`config.mk`:
```
export PLATFORM = sky130hd
export DESIGN_NAME = auth_cmd_rx
export DESIGN_NICKNAME = d
export VERILOG_FILES = /design/src/rtl/segway_cmd_pkg.sv /design/src/rtl/uart_rx_core.sv /design/src/rtl/auth_cmd_rx.sv
export SDC_FILE = /design/constraint.sdc
export NUM_CORES = 1
export LEC_CHECK = 0
export CAP_MARGIN = 40
export CORE_MARGIN = 4
export CORE_UTILIZATION = 57
export CTS_BUF_LIST = sky130_fd_sc_hd__clkbuf_16
export DETAILED_ROUTE_END_ITERATION = 10
export GPL_ROUTABILITY_DRIVEN = 0
export PLACE_DENSITY = 0.77
export SLEW_MARGIN = 20
export SYNTH_ARGS = -nofsm -noshare
export SYNTH_HDL_FRONTEND = slang
export SYNTH_HIERARCHICAL = 1
export SYNTH_SLANG_ARGS = --single-unit
```
`constraint.sdc`:
```
create_clock -name clk -period 2.9 [get_ports clk]
set_input_delay 0.29 -clock clk [delete_from_list [all_inputs] [get_ports clk]]
set_output_delay 0.29 -clock clk [all_outputs]
set_load 0.01 [all_outputs]
```
`src/rtl/segway_cmd_pkg.sv`:
```
// rtl/segway_cmd_pkg.sv - shared command codes and state types for the Segway command front end
package segway_cmd_pkg;

    localparam logic [7:0] CMD_START = 8'h47;
    localparam logic [7:0] CMD_STOP  = 8'h53;

    typedef enum logic [1:0] {
        OFF,
        PWRD,
        STOPPING
    } auth_state_t;

    typedef enum logic [1:0] {
        IDLE,
        START,
        DATA,
        STOP
    } rx_state_t;

    function automatic logic is_auth_cmd(input logic [7:0] b);
        return (b == CMD_START) || (b == CMD_STOP);
    endfunction

endpackage

```
`src/rtl/uart_rx_core.sv`:
```
// rtl/uart_rx_core.sv - 8N1 UART receiver with input synchronizer and stop-bit check
module uart_rx_core
    import segway_cmd_pkg::*;
#(
    parameter int BAUD_DIV = 5208
) (
    input  logic       clk,
    input  logic       rst,
    input  logic       RX,
    output logic [7:0] rx_data,
    output logic       rx_rdy,
    output logic       frm_err
);

    localparam int CW = $clog2(BAUD_DIV) + 1;
    localparam logic [CW-1:0] HALF_LAST = CW'(BAUD_DIV / 2 - 1);
    localparam logic [CW-1:0] FULL_LAST = CW'(BAUD_DIV - 1);

    logic            rx_m;
    logic            rx_s;
    rx_state_t       state;
    logic [CW-1:0]   baud_cnt;
    logic [3:0]      bit_cnt;
    logic [7:0]      shift;

    // Both stages reset high so reset release never looks like a start bit.
    always_ff @(posedge clk or posedge rst) begin
        if (rst) begin
            rx_m <= 1'b1;
            rx_s <= 1'b1;
        end else begin
            rx_m <= RX;
            rx_s <= rx_m;
        end
    end

    always_ff @(posedge clk or posedge rst) begin
        if (rst) begin
            state    <= IDLE;
            baud_cnt <= '0;
            bit_cnt  <= '0;
            shift    <= '0;
            rx_data  <= '0;
            rx_rdy   <= 1'b0;
            frm_err  <= 1'b0;
        end else begin
            rx_rdy  <= 1'b0;
            frm_err <= 1'b0;
            case (state)
                IDLE: begin
                    baud_cnt <= '0;
                    bit_cnt  <= '0;
                    if (!rx_s) begin
                        state <= START;
                    end
                end
                START: begin
                    // Mid-bit recheck filters glitches shorter than half a bit.
                    if (baud_cnt == HALF_LAST) begin
                        baud_cnt <= '0;
                        bit_cnt  <= '0;
                        state    <= rx_s ? IDLE : DATA;
                    end else begin
                        baud_cnt <= baud_cnt + 1'b1;
                    end
                end
                DATA: begin
                    if (baud_cnt == FULL_LAST) begin
                        baud_cnt <= '0;
                        shift    <= {rx_s, shift[7:1]};
                        if (bit_cnt == 4'd7) begin
                            bit_cnt <= '0;
                            state   <= STOP;
                        end else begin
                            bit_cnt <= bit_cnt + 1'b1;
                        end
                    end else begin
                        baud_cnt <= baud_cnt + 1'b1;
                    end
                end
                STOP: begin
                    if (baud_cnt == FULL_LAST) begin
                        baud_cnt <= '0;
                        bit_cnt  <= '0;
                        state    <= IDLE;
                        if (rx_s) begin
                            rx_data <= shift;
                            rx_rdy  <= 1'b1;
                        end else begin
                            frm_err <= 1'b1;
                        end
                    end else begin
                        baud_cnt <= baud_cnt + 1'b1;
                    end
                end
                default: begin
                    baud_cnt <= '0;
                    bit_cnt  <= '0;
                    state    <= IDLE;
                end
            endcase
        end
    end

endmodule

```
`src/rtl/auth_cmd_rx.sv`:
```
// rtl/auth_cmd_rx.sv - UART command receiver and power-up authorization FSM driving pwr_up
module auth_cmd_rx
    import segway_cmd_pkg::*;
#(
    parameter int BAUD_DIV = 5208
) (
    input  logic       clk,
    input  logic       rst,
    input  logic       RX,
    input  logic       rider_off,
    output logic       pwr_up,
    output logic [7:0] rx_data,
    output logic       rx_rdy,
    output logic       frm_err
);

    auth_state_t state;
    auth_state_t nxt;
    logic        got_start;
    logic        got_stop;

    uart_rx_core #(
        .BAUD_DIV (BAUD_DIV)
    ) u_rx (
        .clk     (clk),
        .rst     (rst),
        .RX      (RX),
        .rx_data (rx_data),
        .rx_rdy  (rx_rdy),
        .frm_err (frm_err)
    );

    assign got_start = rx_rdy && is_auth_cmd(rx_data) && (rx_data == CMD_START);
    assign got_stop  = rx_rdy && is_auth_cmd(rx_data) && (rx_data == CMD_STOP);

    // A 'G' arriving with rider_off in STOPPING takes priority over shutdown.
    always_comb begin
        nxt = state;
        case (state)
            OFF: begin
                if (got_start) nxt = PWRD;
            end
            PWRD: begin
                if (got_stop) nxt = rider_off ? OFF : STOPPING;
            end
            STOPPING: begin
                if (got_start)      nxt = PWRD;
                else if (rider_off) nxt = OFF;
            end
            default: nxt = OFF;
        endcase
    end

    always_ff @(posedge clk or posedge rst) begin
        if (rst) begin
            state  <= OFF;
            pwr_up <= 1'b0;
        end else begin
            state  <= nxt;
            pwr_up <= (nxt != OFF);
        end
    end

endmodule

```
Yosys cells after proc, flatten, opt, wreduce, memory -nomap -nowiden
Index checks and enable logic that the tools add are counted.
W data, S select, Z words.
{"block": "totals", "regBits": 43, "output_inout_bits": 11}
{"block": "op_classes", "add_sub_neg": 2, "eq_ne": 15, "n_mux": 27, "reduce_logical": 12}
{"cell": "$pmux W14 S3", "count": 1}
{"cell": "$mux W14", "count": 2}
{"cell": "$mux W2", "count": 11}
{"cell": "$eq A8 B7 Y1 const B", "count": 2}
{"cell": "$mux W4", "count": 4}
{"cell": "$pmux W4 S4", "count": 1}
{"cell": "$add A14 B1 Y14 const B", "count": 1}
{"cell": "$eq A14 B12 Y1 const B", "count": 1}
{"cell": "$eq A14 B13 Y1 const B", "count": 1}
{"cell": "$ne A2 B1 Y1 const B", "count": 4}
{"cell": "$pmux W2 S4", "count": 1}
{"cell": "$eq A2 B2 Y1 const B", "count": 3}
{"cell": "$mux W1", "count": 6}
{"cell": "$pmux W2 S3", "count": 1}
{"cell": "$reduce_and A3 Y1", "count": 2}
{"cell": "$reduce_and A5 Y1", "count": 1}
{"cell": "$add A4 B1 Y4 const B", "count": 1}
{"cell": "$eq A2 B1 Y1 const B", "count": 2}
{"cell": "$eq A4 B3 Y1 const B", "count": 1}
{"cell": "$logic_not A2 Y1", "count": 2}
{"cell": "$logic_and A1 B1 Y1", "count": 3}
{"cell": "$ne A2 B2 Y1 const B", "count": 1}
{"cell": "$reduce_and A2 Y1", "count": 1}
{"cell": "$reduce_bool A2 Y1", "count": 1}
{"cell": "2 further kinds", "count": 2}

Logic depth before layout (Yosys ltp)
{"block": "logic_depth", "ltp_word": 7, "mapped_depth": 6}

Cells and area by module
The synthesis kept the hierarchy.
{"mod": "uart_rx_core", "n_inst": 1, "cells_per_inst": 157, "area_each_um2": 1799.2, "seq_area_each_um2": 1003.5}
{"mod": "auth_cmd_rx", "n_inst": 1, "cells_per_inst": 22, "area_each_um2": 188.9, "seq_area_each_um2": 75.1}

Least setup slack after synthesis
OpenSTA, ideal clock, no wires.
{"block": "synth_timing", "path_kind": "flip-flop to flip-flop", "start": "register u_rx.baud_cnt[10]", "end": "register u_rx.baud_cnt[12]", "setup_ps": 119, "arrival_ps": 1909, "required_ps": 2781, "path_slack_ps": 872, "stages_incl_launch_ff": 6, "path_buffers": 1, "synth_period_minus_slack_ps": 2028, "cell_sequence": "dfrtp_1 > or4_1 > or4_4 > a22oi_4 > buf_6 > nor2_1"}
{"block": "synth_via", "elab_chain_cells": 3, "elab_cells_between_ends": 6, "classes_between": "1 x add/sub; 2 x eq/ne; 3 x mux"}
{"item": "from (decl)", "line_no": "uart_rx_core.sv:22", "text": "logic [CW-1:0] baud_cnt;"}
{"item": "from (signal assigned)", "line_no": "uart_rx_core.sv:64", "text": "baud_cnt <= baud_cnt + 1'b1;"}
{"item": "from (signal assigned)", "line_no": "uart_rx_core.sv:78", "text": "baud_cnt <= baud_cnt + 1'b1;"}
{"item": "from (signal assigned)", "line_no": "uart_rx_core.sv:93", "text": "baud_cnt <= baud_cnt + 1'b1;"}
{"item": "$add A14 B1 Y14, or another cell as far along", "line_no": "uart_rx_core.sv:64, uart_rx_core.sv:78, uart_rx_core.sv:93"}
{"item": "$mux W14 (on tied branches)", "line_no": "uart_rx_core.sv:68, uart_rx_core.sv:82, uart_rx_core.sv:59"}
{"item": "$pmux W14 S3 *", "line_no": "uart_rx_core.sv:49", "text": "case (state)"}
Mark *: on every way between the ends. The rest lies on a longest branch, timed or not.
A chain may end at the register's enable or synchronous reset.

Worst setup path after layout
{"block": "layout_timing", "start": "register u_rx.baud_cnt[0]", "end": "register u_rx.shift[0]"}
{"block": "layout_via", "elab_chain_cells": 2}
{"item": "$eq A14 B13 Y1", "line_no": "uart_rx_core.sv:68", "text": "if (baud_cnt == FULL_LAST) begin"}
{"item": "$reduce_and A2 Y1 (no source line)"}
{"item": "to (signal assigned)", "line_no": "uart_rx_core.sv:70", "text": "shift <= {rx_s, shift[7:1]};"}
{"item": "to (decl)", "line_no": "uart_rx_core.sv:24", "text": "logic [7:0] shift;"}
No other way between the ends.

==> results.md <==
- Maxcap violations: 0
- HP Class: input port to async pin
- RSZ-0062 raised after global routing: no
- Post-CTS Setup Inserts: 0
- Avg WL per Cell: about 16 um
- Fin util: a little over two thirds
- Leak pwr: 1.03 nW
- Nets@finish: slightly above 200
- H-Tree Depth: 2
- Sequential-to-total area share from yosys stat: approximately 54%
- Die Ht: approximately 67 um
- # hold bufs at CTS: 0
- Worst VDD drop: about 0.00032 V
- Hpwl dp: approximately 2700 um
- Avg Synthesized Cell Area: around 11 um2
- Die area: 4500 um2
- Slew Viols, Final: 0
- Total Routing Usage GR: 20.9%
- Min Clock Period, post-route: about 2400 ps
- # clock sinks: 43
- Commonest cells after routing, fill and taps aside: dfrtp_1, nor2_1, mux2_2, clkdlybuf4s50_1, nand3_1
- Synthesized net count: around 190
- CP required: approximately 3100 ps
- Clock tree buffer depth: 2
- Vias in the first global route: 1478
- CTS-repair resized insts: 0
- Yosys warnings: 6
- Drt first pass iters: 4
- Total CTS buffers: 5
- Synth unique cells: 38
- Fill cell count: approximately 250
- DRT Wirelength: 3920 um
- Crit path launch type: flop
- Commonest non-fill, non-tap cell in the layout: dfrtp_1
- Post-route setup TNS: 0 ps
- FF/Latch Area: ~1100 um2
- Die width: 67.1 um
- I/O Pins: 15
- Worst-path maximum fanout: 10
- Largest net degree at the start of global routing: between 40 and 50
- Synthesized instance count: roughly 180
- Gr ovfl total: 0
- Setup Crit Path Kind: flop to flop
- Port bufs: 14
- Worst Tran Pin Value: ~800 ps
- Diodes inserted: 0
- TritonCTS clock tree: done
- Post-synth top area share: approximately half
- Via count: ~1400
- Initial antenna violation count: 0
- WP data arrival: between 2000 and 3000 ps
- Yosys reg bits: 43
- Status: complete, no violations
- Num rows: 21
- Setup crit end kind: flop
- Initial Util: between 50 and 60%
- Core area: 3360 um2
- Area of the multi-input gates: between 800 and 900 um2
- Worst Hold Margin: approximately 200 ps
- Worst skew pair latency: roughly 280 ps
- Initial DRC Count: 53
- Wire length of the first global-routing pass: 6890 um
- Final Hold Fails: 0
- Final period util: 82.0%
- Relative slew slack: ~47%
- Synth area leaders: dfrtp_1, mux2_2, xnor2_1
- Antenna-violating nets left: 0
- Drt drc: 0
- Yosys top cell by area: dfrtp_1
- Final Setup Violations: 0
- Via density: roughly 5.7
- Share of cells above drive strength 1: between 10% and 20%
- Clock Skews: about 7.7 ps
- Reg clk slew, reported paths: about 60 ps
- Syn-to-layout area delta: 18.2%
- PD cells: around 530 nW/um2
- Synthesized cell area: about 2000 um2
- Fmax: between 400 and 500 MHz
- Root buffer cell: clkbuf_16
[Yosys cell counts]
| library cell | n |
|---|---|
| a41o_1 | 1 |
| clkbuf_1 | 1 |
| nand4bb_1 | 1 |
| or4_4 | 1 |
| and4b_1 | 1 |
| dfrtp_1 | 41 |
| nor2_2 | 1 |
| a21o_2 | 1 |
| a31oi_1 | 1 |
| nor2b_1 | 4 |
| o211ai_1 | 2 |
| a21oi_1 | 2 |
| nand2_1 | 10 |
| a22oi_4 | 1 |
| inv_1 | 10 |
| nand3_1 | 12 |
| and4bb_2 | 1 |
| nor2_1 | 18 |
| nand4_1 | 4 |
| o21ai_0 | 7 |
| xor2_1 | 2 |
| or4_1 | 2 |
| o41ai_1 | 1 |
| nor4_1 | 1 |
| buf_2 | 1 |
| nor3_2 | 1 |
| ha_1 | 3 |
| mux2_2 | 16 |
| nand2b_1 | 4 |
| nor3_1 | 9 |
| o2bb2ai_1 | 1 |
| dfstp_2 | 2 |
| nand3b_1 | 1 |
| xnor2_1 | 10 |
| buf_6 | 1 |
| o311ai_0 | 1 |
| nand4b_1 | 1 |
| or3_1 | 2 |
[critical path: stages (launching register included)]
cell,delay [ps]
dfrtp_1,460
ha_1,250
nor2b_1,200
nand4_1,110
buf_4,180
nor2b_1,630
mux2_2,420
[power by group]
| group | internal (mW) | switching (mW) |
|---|---|---|
| Combinational | 0.00476 | 0.0122 |
| Clock | 0.406 | 0.220 |
| Sequential | 0.603 | 0.00149 |
[worst paths after layout]
path	start	end	slack (ps)	cells past startpoint
setup / recovery	u_rx/baud_cnt[0]	u_rx/shift[0]	520	6
hold / removal	rst	state[0]	200	2
setup reg to reg	u_rx/baud_cnt[0]	u_rx/shift[0]	520	6
hold reg to reg	u_rx/rx_m	u_rx/rx_s	360	0
max in group asynchronous	rst	u_rx/rx_m	2080	3
min in group clk	u_rx/rx_m	u_rx/rx_s	360	0
[logic make-up after synthesis]
family	count (synthesis)	share of synthesized area, %
AOI/OAI and AO/OA	18	6.67
xor gates and xnor gates	12	5.29
adders and majority gates	3	1.89
buffers and inverters	13	2.89
DFF	43	54.2
muxes	16	9.06
and+or+nand+nor	74	19.9
[layout make-up]
cell class | count | share of cell area (%)
clock inverter | 3 | 1.86
sequential | 43 | 45.9
multi-input combinational | 123 | 36.3
clock buffer | 5 | 5.32
tap | 46 | 2.45
inverter | 10 | 1.60
timing repair buffer | 16 | 6.60
[flip-flops by register name, indices dropped and copies added, names as in the netlist, named ones only]
| register | cells |
|---|---|
| u_rx/rx_s | 1 |
| u_rx/rx_rdy | 1 |
| pwr_up | 1 |
| u_rx/bit_cnt | 4 |
| u_rx/frm_err | 1 |
| u_rx/shift | 8 |
| u_rx/state | 1 |
| u_rx/rx_data | 8 |
| u_rx/rx_m | 1 |
| u_rx/baud_cnt | 14 |
| state | 2 |
[metal layers]
layer  part of all wire, %  routed length (um)  vias to the layer above  track usage, %
met2                    56                2200                       27            37.9
met3                   2.9                 115                        7            4.22
met1                    39                1550                      705            23.3
met5                     0                   0                        -               0
li1                      -                   -                      670               -
met4                   1.4                  55                        0            9.11
[stage by stage]
step | cell area (um2) | cells | worst slack [ps] | power [mW]
floorplan | 1990 | 179 | 872 | 0.624
global placement | 2180 | 238 | 602 | 0.632
detailed placement | 2180 | 238 | 565 | 0.633
CTS | 2350 | 246 | 515 | 1.26
global route | 2350 | 246 | 319 | 1.29
finish | 2350 | 246 | 522 | 1.25
No activity file was read; power rests on OpenSTA's default activity.
